===== src/rtl/switch_in.sv =====
// Read-only switch input port: 24 raw switch lines are synchronised, debounced
// on a divided sample tick and read back as two 16-bit words with a change interrupt.
module switch_in #(
  parameter int SAMPLE_DIV = 50000,
  parameter int STABLE_N   = 4
) (
  input  logic        wb_clk_i,
  input  logic        wb_rst_n_i,
  input  logic        wb_adr_i,
  input  logic        IOR_N,
  input  logic        CS_N,
  input  logic [23:0] sw_in,
  output logic [15:0] wb_dat_o,
  output logic        sw_irq
);

  localparam int CW = (SAMPLE_DIV > 1) ? $clog2(SAMPLE_DIV) : 1;

  logic [23:0]   sw_meta;
  logic [23:0]   sw_s;
  logic [CW-1:0] pre_cnt;
  logic          tick;
  logic          tick_d;
  logic [23:0]   hist [STABLE_N];
  logic [23:0]   all_one;
  logic [23:0]   all_zero;
  logic [23:0]   sw_q;
  logic [23:0]   sw_q_next;
  logic [7:0]    hi_snap;
  logic          chg_flag;
  logic          chg_set;
  logic          chg_clr;
  logic          rd;
  logic          rd_d;
  logic          rd_edge;
  logic          snap_en;

  assign tick    = (pre_cnt == CW'(SAMPLE_DIV - 1));
  assign rd      = ~CS_N & ~IOR_N;
  assign rd_edge = rd & ~rd_d;
  assign snap_en = rd_edge & ~wb_adr_i;
  assign chg_clr = rd_edge & wb_adr_i;
  assign chg_set = (sw_q_next != sw_q);
  assign sw_irq  = chg_flag;

  // A bit only moves when its whole history agrees and differs from the held value.
  always_comb begin
    all_one  = {24{1'b1}};
    all_zero = {24{1'b1}};
    for (int i = 0; i < STABLE_N; i++) begin
      all_one  = all_one & hist[i];
      all_zero = all_zero & ~hist[i];
    end
    if (tick_d) begin
      sw_q_next = (sw_q | all_one) & ~all_zero;
    end else begin
      sw_q_next = sw_q;
    end
  end

  // Synchroniser, prescaler and per-bit sample history.
  always_ff @(posedge wb_clk_i or negedge wb_rst_n_i) begin
    if (!wb_rst_n_i) begin
      sw_meta <= 24'h0;
      sw_s    <= 24'h0;
      pre_cnt <= {CW{1'b0}};
      tick_d  <= 1'b0;
      for (int i = 0; i < STABLE_N; i++) begin
        hist[i] <= 24'h0;
      end
    end else begin
      sw_meta <= sw_in;
      sw_s    <= sw_meta;
      tick_d  <= tick;
      if (tick) begin
        pre_cnt <= {CW{1'b0}};
        hist[0] <= sw_s;
        for (int i = 1; i < STABLE_N; i++) begin
          hist[i] <= hist[i-1];
        end
      end else begin
        pre_cnt <= pre_cnt + {{(CW-1){1'b0}}, 1'b1};
      end
    end
  end

  // Debounced value, change flag (set beats clear), hi-byte snapshot and read data.
  always_ff @(posedge wb_clk_i or negedge wb_rst_n_i) begin
    if (!wb_rst_n_i) begin
      sw_q     <= 24'h0;
      chg_flag <= 1'b0;
      hi_snap  <= 8'h0;
      rd_d     <= 1'b0;
      wb_dat_o <= 16'h0;
    end else begin
      sw_q <= sw_q_next;
      rd_d <= rd;
      if (chg_set) begin
        chg_flag <= 1'b1;
      end else if (chg_clr) begin
        chg_flag <= 1'b0;
      end
      if (snap_en) begin
        hi_snap <= sw_q[23:16];
      end
      if (rd) begin
        if (wb_adr_i) begin
          wb_dat_o <= {7'b0, chg_flag, hi_snap};
        end else begin
          wb_dat_o <= sw_q[15:0];
        end
      end
    end
  end

endmodule

===== config.mk =====
export PLATFORM = sky130hd
export DESIGN_NAME = switch_in
export DESIGN_NICKNAME = d
export VERILOG_FILES = /design/src/rtl/switch_in.sv
export SDC_FILE = /design/constraint.sdc
export NUM_CORES = 1
export LEC_CHECK = 0
export ABC_CLOCK_PERIOD_IN_PS = 3200
export CORE_MARGIN = 1
export CORE_UTILIZATION = 50
export CTS_BUF_LIST = sky130_fd_sc_hd__clkbuf_8
export DETAILED_ROUTE_END_ITERATION = 8
export PLACE_DENSITY = 0.65
export REMOVE_ABC_BUFFERS = 1
export SYNTH_ARGS = -nofsm -noshare
export SYNTH_HDL_FRONTEND = slang
export SYNTH_SLANG_ARGS = --single-unit

===== constraint.sdc =====
create_clock -name wb_clk_i -period 3.2 [get_ports wb_clk_i]
set_input_delay 0.32 -clock wb_clk_i [delete_from_list [all_inputs] [get_ports wb_clk_i]]
set_output_delay 0.32 -clock wb_clk_i [all_outputs]
set_load 0.03 [all_outputs]

==> flow_summary.ini, run 1 <==
[run_status]
status = finished, final reports clean

[global_route]
antenna_found_initial = 0
globalRouteOverflowTotal = 0
track_usage_pct = 19.7
grt_max_degree = 113
grt_first_pass_wirelength_um = 27300
grt_pass1_vias = 5587

[layout]
fin_nets = 760
finalNonFillerCells = 972
multiInputGateArea_mm2 = 0.00291
fin_util_pct = 60.6
layout_commonest_cell = dfrtp_1
final_cell_mix = dfrtp_1 (211), mux2_2 (62), nand2_1 (54), clkbuf_8 (46), clkdlybuf4s50_1 (44)
fillCellCount = 1318
drive_above_1_share_pct = 16.4
seq_area_mm2 = 0.00528
syn_to_final_growth_pct = 16.8
diodes = 0

[drt]
drtAntennaViolNets = 0
wl_met2_um = 7640
drc = 0
viasPerCell = 5.50
wire_per_inst_um = 16.2
wl_met3_um = 667
met1Wirelength_um = 7060
first_pass_iters = 5
highest_layer = met4
drt-total-wl_um = 15700
drt-initial-drc-count = 229
dr_total_vias = 5346

[logic_synthesis]
async_flop_share_pct = 100
synth_edf_count = 0
synth_seq_cells = 211
ys.warnings.count = 0
synth_cell_types = 42
synth_top_cells_by_area = dfrtp_1 (63%), mux2_2 (8.3%), mux2_1 (4.4%)
yosysTopAreaCell = dfrtp_1
synth_flop_cell = dfrtp_1
ys_seq_area_share_pct = 63.1
synth_area_per_cell_um2 = 12.6
synth_area_mm2 = 0.00837
postSynthCellCount = 662
synth.top_cell.area_share_pct = 63.1

[setup_path]
cp-end-kind = register
crit_path_max_incr_delay_ns = 0.44
cp.required_ns = 3.59
cp_slowest_cell = dfrtp_1
worst-setup-path-type = reg -> reg
critical_path_peak_fanout = 88
cp-start-kind = register
worstPathArrival_ns = 2.71
worstPathCellList = nor4_1, nand3_1, nor4_4, buf_12, mux2_2

[pwr]
switching_power_w = 0.00108
peakVddDrop_v = 0.000384
seq_power_share_pct = 53.2
switching_share_pct = 21.3
powerDensity_mw_per_mm2 = 521
p_leak_nw = 4.43
pwr-share-clk_pct = 44.6
p_int_w = 0.00401
combPwrFrac_pct = 2.2

[timing]
slew_headroom_pct = 39.6
tns_ns = 0
rsz0062_at_grt = no
skew_ns = 0.0153
timing.final.crit_share_pct = 72.4
worst_slew_pin_slew_ns = 0.905
setup_violations = 0
finalMaxSlewViolations = 0
timing.final.hold_violations = 0
min_period_ns = 2.32
max_freq_mhz = 431

[clocking]
htree_num_levels = 2
clock_latency_ns = 0.52
cts_root_buf = clkbuf_8
cts_sinks = 211
post_cts_buffers = 0
cts_resized = 0
tritoncts = done
clkSlewWorstSetupHoldPaths_ns = 0.06
cts_buffers = 37
cts_max_path_buffers = 3

[place]
dp_hpwl_um = 9960
place_congestion = 0.762
port_buffers = 45
dp_cells = 906

[floorplan]
start_util_pct = 51.9
num_rows = 46
dieArea_mm2 = 0.0173
io_pins = 46
dieWidth_um = 131
die_y_um = 131
core_mm2 = 0.0161

[min_path]
hp-class = in -> reg

[job]
maxCapViolCount = 0
-- metal layers --
layer	vias up	global-route usage [%]
li1	2529	-
met1	2685	25.6
met2	97	31.8
met3	35	4.55
met4	0	8.20
met5	-	0
-- stage by stage --
step	hold WS [ns]	total power [W]	setup WS [ns]	instance area [µm²]
after floorplan	0.0244	0.00277	-4.32	8240
after global placement	0.333	0.00287	0.855	9060
after detailed placement	0.335	0.00287	0.767	9060
after CTS	0.208	0.00518	0.907	9770
after global routing	0.205	0.00534	0.765	9770
final	0.239	0.00509	0.882	9770
-- final cells by class --
type / instances / area share (%)
multi-input combinational: 413 / 29.8
timing repair buffer: 52 / 5.60
clock buffer: 45 / 6.34
inverter: 15 / 0.576
tap: 216 / 2.77
clock inverter: 20 / 0.845
sequential: 211 / 54.1
-- cells in the mapped netlist, types with 3 or more instances --
cell / n
dfrtp_1: 211
mux2_2: 62
nand2_1: 54
mux2_1: 33
nor3_1: 32
a21oi_1: 30
nor2_1: 30
o21ai_0: 25
nand3_1: 23
a41oi_1: 19
inv_1: 15
nand4_1: 15
nor3b_1: 13
clkbuf_1: 11
a31oi_1: 9
mux2i_1: 9
xor2_1: 8
buf_2: 7
nand2b_1: 7
nand3b_1: 7
nor4_1: 5
xnor2_1: 5
nor2b_1: 4
buf_6: 3
or4b_2: 3
-- worst max-delay path: cells and delay by family (launching register included) --
family        cells  cell delay [ns]
simple gates      3             0.89
mux               1             0.40
flops             1             0.44
buf+inv           1             0.40
-- registers in the layout (all words and copies together), names as in the netlist --
register,cells
tick_d,1
rd_d,1
sw_s,24
sw_meta,24
wb_dat_o,16
sw_irq,1
pre_cnt,16
sw_q,24
hist,96
hi_snap,8
-- worst paths after layout --
| kind | depth (start not counted) | to | startpoint | slack, ns |
|---|---|---|---|---|
| max in group asynchronous | 3 | sw_s[13] | wb_rst_n_i | 1.88 |
| setup reg to reg | 5 | hist[30] | pre_cnt[4] | 0.88 |
| min in group asynchronous | 2 | sw_s[9] | wb_rst_n_i | 0.48 |
| hold reg to reg | 0 | sw_s[18] | sw_meta[18] | 0.35 |
| setup / recovery | 5 | hist[30] | pre_cnt[4] | 0.88 |
| hold / removal | 1 | sw_meta[8] | sw_in[8] | 0.24 |
-- kinds of logic (layout without fill, tap and decap cells) --
logic type,count (synthesis),count (layout),synth area share [%]
AO/OA/AOI/OAI,91,91,6.78
XOR/XNOR,13,13,1.36
adder cells (fa/ha/maj),1,1,0.150
AND/OR/NAND/NOR,204,204,12.6
multiplexers,104,104,13.9
buffers and inverters,38,132,2.17
flip-flops,211,211,63.1
-- power by group through the flow --
stage	registers, W	clock network [W]	logic (W)
after floorplan	0.00276	0	0.0000111
after detailed placement	0.00276	0	0.000116
after global routing	0.00271	0.00250	0.000127
final	0.00271	0.00227	0.000112
after CTS	0.00271	0.00236	0.000117
after global placement	0.00276	0	0.000113
-- repair_timing --
action,CTS,global route
endpoints found under the setup margin,0,0
hold buffers,1,0
endpoints found under the hold margin,110,0
(Power assumes the default switching activity.)
==> run 2, diff against run 1 <==
--- a/config.mk
+++ b/config.mk
@@ -5,12 +5,12 @@
 export SDC_FILE = /design/constraint.sdc
 export NUM_CORES = 1
 export LEC_CHECK = 0
-export ABC_CLOCK_PERIOD_IN_PS = 3200
+export ABC_CLOCK_PERIOD_IN_PS = 2000
 export CORE_MARGIN = 1
 export CORE_UTILIZATION = 50
 export CTS_BUF_LIST = sky130_fd_sc_hd__clkbuf_8
 export DETAILED_ROUTE_END_ITERATION = 8
-export PLACE_DENSITY = 0.65
+export PLACE_DENSITY = 0.67
 export REMOVE_ABC_BUFFERS = 1
 export SYNTH_ARGS = -nofsm -noshare
 export SYNTH_HDL_FRONTEND = slang
==> constraint.sdc (replaced) <==
create_clock -name wb_clk_i -period 2 [get_ports wb_clk_i]
set_input_delay 0.2 -clock wb_clk_i [delete_from_list [all_inputs] [get_ports wb_clk_i]]
set_output_delay 0.2 -clock wb_clk_i [all_outputs]
set_load 0.03 [all_outputs]
==> run 2 against run 1 <==
Net effect:
- flip-flop and latch count unchanged
- global-route usage increased by 0.34 points
- final area is 5.7% higher
- maximum frequency rose by 18%
- first-iteration DRC count grew 11%
- clock power increased by 68%
- critical path depth unchanged
- power increased by 64%
- wire length is 6.1% higher
- via count is 3.3% higher
- worst setup slack worse by 0.85 ns
- non-clock buffer count increased by 35
==> flow_summary.ini, run 2 (synthesis gave the netlist of run 1 again) <==
[min_path]
hp-class = in -> reg
min_from = sw_in[8]
hold-path-cell-count = 1
holdPathEnd = sw_meta[8]

[layout]
layout_commonest_cell = dfrtp_1
final_cell_mix = dfrtp_1 (211), nand2_1 (54), clkbuf_8 (47), clkdlybuf4s50_1 (44), mux2_2 (40)
syn_to_final_growth_pct = 23.4
top_register = hist
fin_util_pct = 64.1
multiInputGateArea_mm2 = 0.00304
diodes = 0
drive_above_1_share_pct = 21.8
largest_reg_flops = 96
seq_area_mm2 = 0.00528
fillCellCount = 1236
fin_nets = 794

[place]
place_ws_ns = -0.0635
dp_hpwl_um = 10700
port_buffers = 45
place_congestion = 0.743

[timing]
timing.final.hold_violations = 0
tns_ns = 0
min_period_ns = 1.97
slew_headroom_pct = 64.6
setup_violations = 0
timing.final.crit_share_pct = 98.6
skew_ns = 0.0248
worst_slew_pin_slew_ns = 0.531
setup_slack_ns = 0.0280
max_freq_mhz = 507
finalMaxSlewViolations = 0
rsz0062_at_grt = yes

[setup_path]
cp_slowest_cell = or3_4
cp.required_ns = 2.40
cp-start-kind = register
regToRegEndpoint = hist[15]
cp-end-kind = register
worstPathCellList = or3_4, nor4_4, buf_6, buf_12, mux2_2
r2r_slack_ns = 0.03
crit_path_max_incr_delay_ns = 0.41
worstPathArrival_ns = 2.38
critical_path_peak_fanout = 12
worst-setup-path-type = reg -> reg
ff2ff_path_depth = 5
crit-reg2reg-launch = pre_cnt[7]

[clocking]
tritoncts = done
cts_sinks = 211
cts_buffers = 36
clock_latency_ns = 0.53
cts_root_buf = clkbuf_8
cts_max_path_buffers = 3
htree_num_levels = 2
clkSlewWorstSetupHoldPaths_ns = 0.06

[drt]
wire_per_inst_um = 16.7
dr_total_vias = 5524
drt-total-wl_um = 16700
drt-initial-drc-count = 254
drtAntennaViolNets = 0
drc = 0
viasPerCell = 5.51
first_pass_iters = 4

[global_route]
globalRouteOverflowTotal = 0
antenna_found_initial = 0
grt_max_degree = 64
track_usage_pct = 20.0
grt_first_pass_wirelength_um = 27500
grt_pass1_vias = 5690

[pwr]
peakVddDrop_v = 0.000579
p_leak_nw = 4.64
powerDensity_mw_per_mm2 = 809

[floorplan]
num_rows = 46
start_util_pct = 51.9
dieArea_mm2 = 0.0173
die_y_um = 131
core_mm2 = 0.0161
io_pins = 46
dieWidth_um = 131

[job]
maxCapViolCount = 0

[run_status]
status = finished, final reports clean
==> run 2: cell types whose count changed in the layout (fill, tap and decap cells not counted), moves of 2 or more <==
cell        change
mux2_2         -22
clkinvlp_4      +2
clkbuf_16       +2
buf_6           +4
buf_12          +6
clkinv_2        -3
inv_1           -6
buf_4          +22
mux2_1          -9
mux2_4         +31
==> run 2: how the worst max path moves through the flow <==
stage	startpoint	to	slack (ns)
floorplan	pre_cnt[4]	hist[0]	-5.52
global placement	pre_cnt[4]	hist[37]	-0.03
detailed placement	pre_cnt[4]	hist[20]	-0.06
CTS	pre_cnt[7]	hist[47]	0.01
global route	pre_cnt[7]	hist[7]	-0.04
finish	pre_cnt[7]	hist[15]	0.03
==> run 2: layout make-up <==
| class | count | area share [%] |
|---|---|---|
| clock buffer | 46 | 6.13 |
| clock inverter | 14 | 0.873 |
| inverter | 15 | 0.545 |
| multi-input combinational | 413 | 29.4 |
| sequential | 211 | 51.1 |
| tap | 216 | 2.62 |
| timing repair buffer | 87 | 9.25 |
==> run 2: critical path: cells and delay by family (launching register included) <==
family	cells	cell delay, ns
AND/OR/NAND/NOR	2	0.77
flip-flops	1	0.38
buffers and inverters	2	0.38
multiplexers	1	0.34
==> run 2: per-stage QoR <==
stage	hold WS [ns]	total power [W]	instance area (µm²)	cells
detailed placement	0.229	0.00462	9290	929
CTS	0.0843	0.00849	10100	995
finish	0.109	0.00836	10300	1002
global route	0.0920	0.00869	10300	1002
floorplan	-0.0956	0.00443	8240	639
global placement	0.227	0.00461	9290	929
==> run 2: repair_timing <==
| action | 4_1_cts | 5_1_grt |
|---|---|---|
| hold endpoints to repair | 59 | 0 |
| endpoints found under the setup margin | 83 | 85 |
| pin swaps | 1 | 1 |
| gates resized for setup | 7 | 34 |
| setup buffers | 4 | 5 |
| cloned | 1 | 2 |
| hold buffers | 1 | 0 |
==> run 2: per-layer routing <==
layer | share of wire, % | vias up | global-route usage, %
met5 | 0 | - | 0
met4 | 2.1 | 0 | 7.75
met3 | 3.7 | 31 | 4.05
met2 | 49 | 105 | 32.9
met1 | 45 | 2804 | 26.2
li1 | - | 2584 | -
==> run 2: power by group <==
group	leakage, nW	switching, W	internal (W)
clock	0.399	0.00164	0.00218
combinational	1.42	0.000116	0.0000801
sequential	2.82	0.0000171	0.00432
total	4.64	0.00177	0.00658
==> run 3, diff against run 2 <==
--- a/config.mk
+++ b/config.mk
@@ -10,6 +10,7 @@
 export CORE_UTILIZATION = 50
 export CTS_BUF_LIST = sky130_fd_sc_hd__clkbuf_8
 export DETAILED_ROUTE_END_ITERATION = 8
+export GPL_TIMING_DRIVEN = 1
 export PLACE_DENSITY = 0.67
 export REMOVE_ABC_BUFFERS = 1
 export SYNTH_ARGS = -nofsm -noshare
==> results of run 3 <==
No change in the layout: final DEF, timing and power equal those of run 2.
